[src/rtl/sram_req_master_pkg.sv]
// Shared encodings for the sram_ctl request master: FSM states, the rw
// polarity used on the controller interface, and watchdog sizing.
package sram_req_master_pkg;

  typedef enum logic [1:0] {
    SRM_IDLE  = 2'd0,
    SRM_ISSUE = 2'd1,
    SRM_WAIT  = 2'd2,
    SRM_RESP  = 2'd3
  } srm_state_e;

  localparam logic RW_READ  = 1'b1;
  localparam logic RW_WRITE = 1'b0;

  localparam int BE_W = 4;

  // One spare bit above the limit so the counter can saturate past it.
  function automatic int wdog_width(input int limit);
    return $clog2(limit) + 1;
  endfunction

  // sram_ctl takes byte enables active-low.
  function automatic logic [BE_W-1:0] be_to_mem(input logic [BE_W-1:0] be);
    return ~be;
  endfunction

endpackage

[src/rtl/sram_req_master_watchdog.sv]
// Access watchdog: clear/enable saturating counter that flags expiry once it
// has counted LIMIT-1 enabled cycles since the last clear.
module access_watchdog
  import sram_req_master_pkg::*;
#(
  parameter int LIMIT = 64
) (
  input  logic clk,
  input  logic rst_n,
  input  logic clr,
  input  logic en,
  output logic expired
);

  localparam int CNT_W = wdog_width(LIMIT);
  localparam logic [CNT_W-1:0] CNT_MAX = '1;
  localparam logic [CNT_W-1:0] EXP_AT  = CNT_W'(LIMIT - 1);

  logic [CNT_W-1:0] count;

  always_ff @(posedge clk or negedge rst_n) begin
    if (!rst_n) begin
      count <= '0;
    end else if (clr) begin
      count <= '0;
    end else if (en && (count != CNT_MAX)) begin
      count <= count + CNT_W'(1);
    end
  end

  assign expired = (count >= EXP_AT);

endmodule

[src/rtl/sram_req_master.sv]
// Request-side master for sram_ctl: takes one CPU load/store at a time,
// drives the controller's start/rw/addr/data handshake and returns a response.
module sram_req_master
  import sram_req_master_pkg::*;
#(
  parameter int ADDR_W  = 24,
  parameter int DATA_W  = 32,
  parameter int TIMEOUT = 64
) (
  input  logic              clk_i,
  input  logic              rst_i,
  input  logic              req_valid_i,
  output logic              req_ready_o,
  input  logic              req_we_i,
  input  logic [ADDR_W-1:0] req_addr_i,
  input  logic [DATA_W-1:0] req_wdata_i,
  input  logic [BE_W-1:0]   req_be_i,
  output logic              rsp_valid_o,
  input  logic              rsp_ready_i,
  output logic [DATA_W-1:0] rsp_rdata_o,
  output logic              rsp_err_o,
  output logic              mem_start_o,
  output logic              mem_rw_o,
  output logic [DATA_W-1:0] mem_data_o,
  output logic [BE_W-1:0]   mem_be_no,
  output logic [ADDR_W-1:0] mem_addr_o,
  input  logic [DATA_W-1:0] mem_data_i,
  input  logic              mem_r_ready_i,
  input  logic              mem_w_finish_i,
  input  logic              mem_busy_i
);

  srm_state_e state;

  logic wdog_clr, wdog_en, wdog_expired;
  logic rd_done, wr_done;

  // The counter restarts on the same edge that launches the start pulse,
  // so expiry is measured from the moment sram_ctl sees the access.
  assign wdog_clr = (state == SRM_ISSUE) && !mem_busy_i;
  assign wdog_en  = (state == SRM_WAIT);

  access_watchdog #(
    .LIMIT (TIMEOUT)
  ) u_wdog (
    .clk     (clk_i),
    .rst_n   (rst_i),
    .clr     (wdog_clr),
    .en      (wdog_en),
    .expired (wdog_expired)
  );

  // Only the strobe matching the latched direction counts as completion.
  assign rd_done = (mem_rw_o == RW_READ)  && mem_r_ready_i;
  assign wr_done = (mem_rw_o == RW_WRITE) && mem_w_finish_i;

  always_ff @(posedge clk_i or negedge rst_i) begin
    if (!rst_i) begin
      state       <= SRM_IDLE;
      req_ready_o <= 1'b1;
      rsp_valid_o <= 1'b0;
      rsp_err_o   <= 1'b0;
      rsp_rdata_o <= '0;
      mem_start_o <= 1'b0;
      mem_rw_o    <= RW_READ;
      mem_data_o  <= '0;
      mem_be_no   <= '1;
      mem_addr_o  <= '0;
    end else begin
      mem_start_o <= 1'b0;
      unique case (state)
        SRM_IDLE: begin
          if (req_valid_i) begin
            mem_rw_o    <= req_we_i ? RW_WRITE : RW_READ;
            mem_addr_o  <= req_addr_i;
            mem_data_o  <= req_wdata_i;
            mem_be_no   <= be_to_mem(req_be_i);
            rsp_rdata_o <= '0;
            rsp_err_o   <= 1'b0;
            req_ready_o <= 1'b0;
            // A store with no enabled bytes has nothing to do in memory.
            if (req_we_i && (req_be_i == '0)) begin
              rsp_valid_o <= 1'b1;
              state       <= SRM_RESP;
            end else begin
              state <= SRM_ISSUE;
            end
          end
        end

        SRM_ISSUE: begin
          if (!mem_busy_i) begin
            mem_start_o <= 1'b1;
            state       <= SRM_WAIT;
          end
        end

        SRM_WAIT: begin
          if (rd_done) begin
            rsp_rdata_o <= mem_data_i;
            rsp_err_o   <= 1'b0;
            rsp_valid_o <= 1'b1;
            state       <= SRM_RESP;
          end else if (wr_done) begin
            rsp_rdata_o <= '0;
            rsp_err_o   <= 1'b0;
            rsp_valid_o <= 1'b1;
            state       <= SRM_RESP;
          end else if (wdog_expired) begin
            rsp_rdata_o <= '0;
            rsp_err_o   <= 1'b1;
            rsp_valid_o <= 1'b1;
            state       <= SRM_RESP;
          end
        end

        SRM_RESP: begin
          if (rsp_ready_i) begin
            rsp_valid_o <= 1'b0;
            req_ready_o <= 1'b1;
            state       <= SRM_IDLE;
          end
        end

        default: state <= SRM_IDLE;
      endcase
    end
  end

endmodule

[config.mk]
export PLATFORM = sky130hd
export DESIGN_NAME = sram_req_master
export DESIGN_NICKNAME = d
export VERILOG_FILES = /design/src/rtl/sram_req_master_pkg.sv /design/src/rtl/sram_req_master_watchdog.sv /design/src/rtl/sram_req_master.sv
export SDC_FILE = /design/constraint.sdc
export NUM_CORES = 1
export LEC_CHECK = 0
export BUFFER_PORTS_ARGS = -buffer_cell sky130_fd_sc_hd__buf_2
export CAP_MARGIN = 20
export CELL_PAD_IN_SITES_DETAIL_PLACEMENT = 1
export CELL_PAD_IN_SITES_GLOBAL_PLACEMENT = 2
export CORE_MARGIN = 3
export CORE_UTILIZATION = 29
export DETAILED_ROUTE_END_ITERATION = 10
export PLACE_DENSITY_LB_ADDON = 0.1
export SLEW_MARGIN = 25
export SYNTH_ARGS = -nofsm -noshare
export SYNTH_HDL_FRONTEND = slang
export SYNTH_HIERARCHICAL = 1
export SYNTH_SLANG_ARGS = --single-unit
[constraint.sdc]
create_clock -name clk_i -period 2.8 [get_ports clk_i]
set_clock_uncertainty 0.2 [all_clocks]
set_input_delay 0 -clock clk_i [delete_from_list [all_inputs] [get_ports clk_i]]
set_output_delay 0 -clock clk_i [all_outputs]
set_load 0.01 [all_outputs]
---- Word-level counts from Yosys, hierarchy flattened ----
Index checks and enable logic that the tools add are counted.
cells by class
  bitwise operators ....................... 2
  shifts and indexed selects .............. 0
  equal/unequal tests ..................... 9
  magnitude comparators ................... 1
  $mul .................................... 0
  div/mod/pow operators ................... 0
  reductions and logical operators ........ 17
  add/subtract/negate cells ............... 1
  muxes and demuxes ....................... 31
operators by type and width
  operator                                                               number
  32-bit two-way mux                                                     4
  32-bit case mux with 2 select lines                                    1
  2-bit two-way mux                                                      7
  7-bit two-way mux                                                      2
  1-bit two-way mux                                                      13
  2-bit != test, second input constant                                   4
  2-bit case mux with 4 select lines                                     1
  7-bit by 1-bit adder with 7-bit output, second input constant          1
  7-bit by 6-bit >= comparator with 1-bit output, second input constant  1
  7-bit != test, second input constant                                   1
  3-bit AND reduction                                                    2
  2-bit nonzero test                                                     3
  1-bit logical AND                                                      5
  5-bit AND reduction                                                    1
  2-bit == test, second input constant                                   2
  4-bit logical NOT                                                      1
  4-bit != test, second input constant                                   1
  4-bit inverter                                                         1
  1-bit case mux with 2 select lines                                     2
  4-bit AND reduction                                                    1
  1-bit case mux with 3 select lines                                     1
  3-bit nonzero test                                                     1
  2-bit by 1-bit == test with 1-bit output, second input constant        1
  2-bit logical NOT                                                      1
  3 further kinds                                                        3
storage, ports and cells
  memories ................................ 0
  RAM bits ................................ 0
  latch bits .............................. 0
  input bits .............................. 100
  ROM bits ................................ 0
  flip-flop bits (word level) ............. 106

---- Depth between registers and ports, before layout ----
  depth after elaboration ................. 5
  gate-level depth with buffers ........... 10
  depth with buffers taken out ............ 8

---- Cells and area by module ----
The synthesis kept the hierarchy.
modules (own cells, without submodules)
  module           times used  cells each  area each (µm²)
  sram_req_master  1           316         3981.3
  access_watchdog  1           38          410.4

---- Worst setup path after synthesis ----
Ideal clock, no wire load.
  kind .................................... register to register
  start point ............................. reg u_wdog.count[0]
  end point ............................... reg rsp_rdata_o[27]
  path slack .............................. 0.484 ns
  buffers on the path ..................... 2
  arrival time ............................ 1.988 ns
  cell stages (with the launch flop) ...... 10
  required time ........................... 2.472 ns
  path through ............................ dfrtp_1 ha_1 and3_1 buf_6 nand2b_1 a31o_2 nand2b_2 o2bb2ai_4 buf_2 o21ai_0
between the ends
  cells in the longest elaborated chain, start to end .. 3
RTL lines
  element                                         RTL line                        source
  start: declaration                              sram_req_master_watchdog.sv:19  logic [CNT_W-1:0] count;
  start signal: assignment                        sram_req_master_watchdog.sv:27  count <= count + CNT_W'(1);
  7-bit by 6-bit >= comparator with 1-bit output  sram_req_master_watchdog.sv:31  assign expired = (count >= EXP_AT);
  named net wdog_expired                          sram_req_master.sv:35           logic wdog_clr, wdog_en, wdog_expired;
  4-bit != test (no source line)                  --
  3-bit AND reduction (no source line)            --
  end signal: assignment                          sram_req_master.sv:100          rsp_rdata_o <= mem_data_i;
  end: declaration                                sram_req_master.sv:20           output logic [DATA_W-1:0] rsp_rdata_o,
The timed path passes the listed nets, and every way through them passes these cells.
A chain may end at the register's enable or synchronous reset.

---- Final worst setup path ----
  start point ............................. reg u_wdog.count[0]
  end point ............................... reg rsp_rdata_o[7]
Same word-level chain as after synthesis.

==> results_dict.tcl <==
set metrics [dict create \
    outcome "finished, final reports clean" \
    wire_per_inst_um 15.65 \
    wirelength_um 13100 \
    area_growth_pct 57.75 \
    r2r_slack_ps 300 \
    synth_mux_area_share_pct 16.30 \
    crit_path_end "rsp_rdata_o[7]" \
    synth.top_cells.by_area "dfrtp_1 57%, mux2_2 14%, nand2_1 6.1%" \
    htreeDepth 3 \
    remaining_drc_errors 0 \
    setup_viol 0 \
    reg2reg_to "rsp_rdata_o[7]" \
    cp-end-kind "flop" \
    postCtsSetupBuffers 0 \
    worstRegToRegCells 8 \
    synth_xor_area_share_pct 0 \
    nets 754 \
    multi_input_area_um2 1592 \
    grt_pass1_vias 3989 \
    final-hold-violation-count 0 \
    worstHoldPathType "primary input to async pin" \
    synth-simple-area-share_pct 9.316 \
    antenna_found_initial 0 \
    final.setup.tns_ps 0 \
    drive_above_1_share_pct 44.72 \
    grt-ovfl-total 0 \
    synth_top_family_by_area "multiplexers" \
    gp_congestion 0.7356 \
    seq_area_frac_synth_pct 60.57 \
    fin_util_pct 47.13 \
    antenna_left 0 \
    r2r-start "u_wdog/count[0]" \
    chipHeight_um 129.1 \
    drt_iter0_drc 142 \
    dpl_worst_slack_ps 244.4 \
    seq_power_share_pct 38.2 \
    vias 3731 \
    ys_types 40 \
    fill_cells 1631 \
    max_freq_ghz 0.4001 \
    grt_pass1_wl_um 20640 \
    die_area_um2 16660 \
    synth_top_area_share_pct 56.98 \
    syn_inst 354 \
    clockBufferDepth 2 \
    p_switching_mw 2.075 \
    ioPinCount 197 \
    internal_power_mw 4.206 \
    max-cap-violations 0 \
    crit_type "flop to flop" \
    setup_ws_ps 300.4 \
    ctsRootBufferMaster "clkbuf_16" \
    ys_ff_latch 106 \
    synth_compound_area_share_pct 8.917 \
    worstMarginPinSlew_ps 605.9 \
    peakVddDrop_mv 0.4209 \
    required_ps 2820 \
    syn_area_um2 4392 \
    final_cell_area_um2 6928 \
    worst_skew_pair.late_latency_ps 350 \
    syn_area_per_cell_um2 12.41 \
    port_buffers 196 \
    cts_tree "done" \
    start_util_pct 29.88 \
    pwr_density_cell_nw_per_um2 906.7 \
    cts-buffers-inserted 9 \
    synth_nets 460 \
    cp-startpoint "u_wdog/count[0]" \
    seqCellArea_um2 2660 \
    place_area_um2 5610 \
    finalCritPeriodShare_pct 89.27 \
    clkTransAtPathRegs_ps 70 \
    rsz0062_at_grt "false" \
    p_leak_nw 3.342 \
    antenna_cells 0 \
    grt_max_degree 65 \
    firstDrtPassIters 4 \
    synth_top_area_cell "dfrtp_1" \
    core_area_um2 14700 \
    power_frac_comb_pct 38.8 \
    post-dp-hpwl_um 8910 \
    switching_share_pct 33.04 \
    cts.sinks 106 \
    viasPerCell 4.458 \
    power_frac_clock_pct 23.0 \
    cp.arrival_ps 2520 \
    row_count 44 \
    cp-start-kind "flop" \
    synthAdderAreaFrac_pct 1.709 \
    ys_warn_count 6 \
    whs_ps 3.042 \
    grtUsageTotal_pct 15.80 \
    die_x_um 129.1 \
    path_max_fanout 64 \
    final_max_slew_viol_count 0 \
    layout_min_cycle_time_ps 2500 \
    relSlewSlack_pct 59.61 \
]
[critical path: stages, from the launching register on]
cell       delay [ps]
dfrtp_1           420
ha_1              250
and3_1            280
nand2b_1          170
a31o_2            260
nand2b_2          210
o2bb2ai_4         180
buf_12            240
o21ai_0           140
[Yosys cell counts]
cell	n
dfstp_2	6
dfrtp_1	100
a41oi_1	1
inv_1	6
a211oi_2	1
and3_2	1
and3_1	3
mux2i_1	4
o2bb2ai_4	1
nor2_2	1
buf_1	1
o41ai_1	2
nor4_1	1
a211oi_1	2
nor3b_1	1
mux2_2	56
a2111oi_4	1
clkbuf_1	1
nand4_1	2
o21ai_1	15
o21ai_0	22
buf_2	13
a21oi_1	6
buf_6	4
a31o_2	1
nor2_1	5
a31oi_1	1
nand2b_1	4
mux2_4	3
a221o_1	1
nand2_2	1
a21boi_2	1
nor2b_1	3
o22ai_1	1
nand2_1	71
and2_1	1
nand2b_2	1
ha_1	6
a311oi_1	2
a21boi_0	1
[final cells by class]
class / count / share of cell area [%]
sequential: 106 / 38.40
timing repair buffer: 302 / 30.12
multi-input combinational: 223 / 22.97
clock buffer: 11 / 3.359
tap: 184 / 3.323
clock inverter: 5 / 1.499
inverter: 6 / 0.3251
[per-layer routing]
metal  vias to the layer above  part of all wire, %  track usage (%)
met5                         -                    0                0
met4                         0                  1.5            4.385
met3                        14                  6.1            5.070
met2                       121                   52            28.14
met1                      1793                   41            18.28
li1                       1803                    -                -
[worst min-delay path by stage]
| stage | from | endpoint | slack, ps | cells after the start |
|---|---|---|---|---|
| final | rst_i | rsp_rdata_o[15] | 3 | 2 |
| after global routing | rst_i | rsp_rdata_o[15] | 50 | 2 |
| after global placement | rst_i | rsp_rdata_o[15] | -140 | 1 |
| after detailed placement | rst_i | rsp_rdata_o[15] | -140 | 1 |
| after floorplan | rst_i | mem_addr_o[0] | -500 | 0 |
| after CTS | rst_i | rsp_rdata_o[15] | 30 | 2 |
[sequential cells by signal (all words and copies together), names as in the netlist, 2 cells and up]
name          cells
mem_data_o       32
state             2
mem_be_no         4
mem_addr_o       24
rsp_rdata_o      32
u_wdog/count      7
[cell families (layout without fill, tap and decap cells)]
logic type / count (synthesis) / in the layout
and+or+nand+nor: 95 / 95
adders and majority gates: 6 / 6
muxes: 63 / 63
AOI/OAI and AO/OA: 59 / 59
DFF: 106 / 106
buffers and inverters: 25 / 324
[through the flow]
step	instances	power, mW
4_1_cts	837	6.384
2_1_floorplan	354	3.816
3_5_place_dp	723	4.784
5_1_grt	837	6.713
6_report	837	6.282
3_3_place_gp	723	4.720
[power groups by stage]
stage | combinational, mW | sequential, mW | clock (mW)
CTS | 2.48 | 2.40 | 1.50
global placement | 2.32 | 2.39 | 0
finish | 2.44 | 2.40 | 1.44
detailed placement | 2.36 | 2.43 | 0
floorplan | 1.14 | 2.67 | 0
global route | 2.69 | 2.47 | 1.55
[cells in the final DEF, fill, tap and decap left out, types with 6 or more instances in the layout]
| cell | synthesis | routed |
|---|---|---|
| o21ai_1 | 15 | 15 |
| clkbuf_16 | 0 | 9 |
| buf_2 | 13 | 195 |
| inv_1 | 6 | 6 |
| dfstp_2 | 6 | 6 |
| a21oi_1 | 6 | 6 |
| dlygate4sd3_1 | 0 | 98 |
| mux2_2 | 56 | 56 |
| o21ai_0 | 22 | 22 |
| dfrtp_1 | 100 | 100 |
| ha_1 | 6 | 6 |
| nand2_1 | 71 | 71 |
[what timing repair did]
item	4_1_cts	5_1_grt
endpoints found under the hold margin	206	0
resized for setup	0	0
hold buffers	98	0
Power figures use the tool's default switching activity.
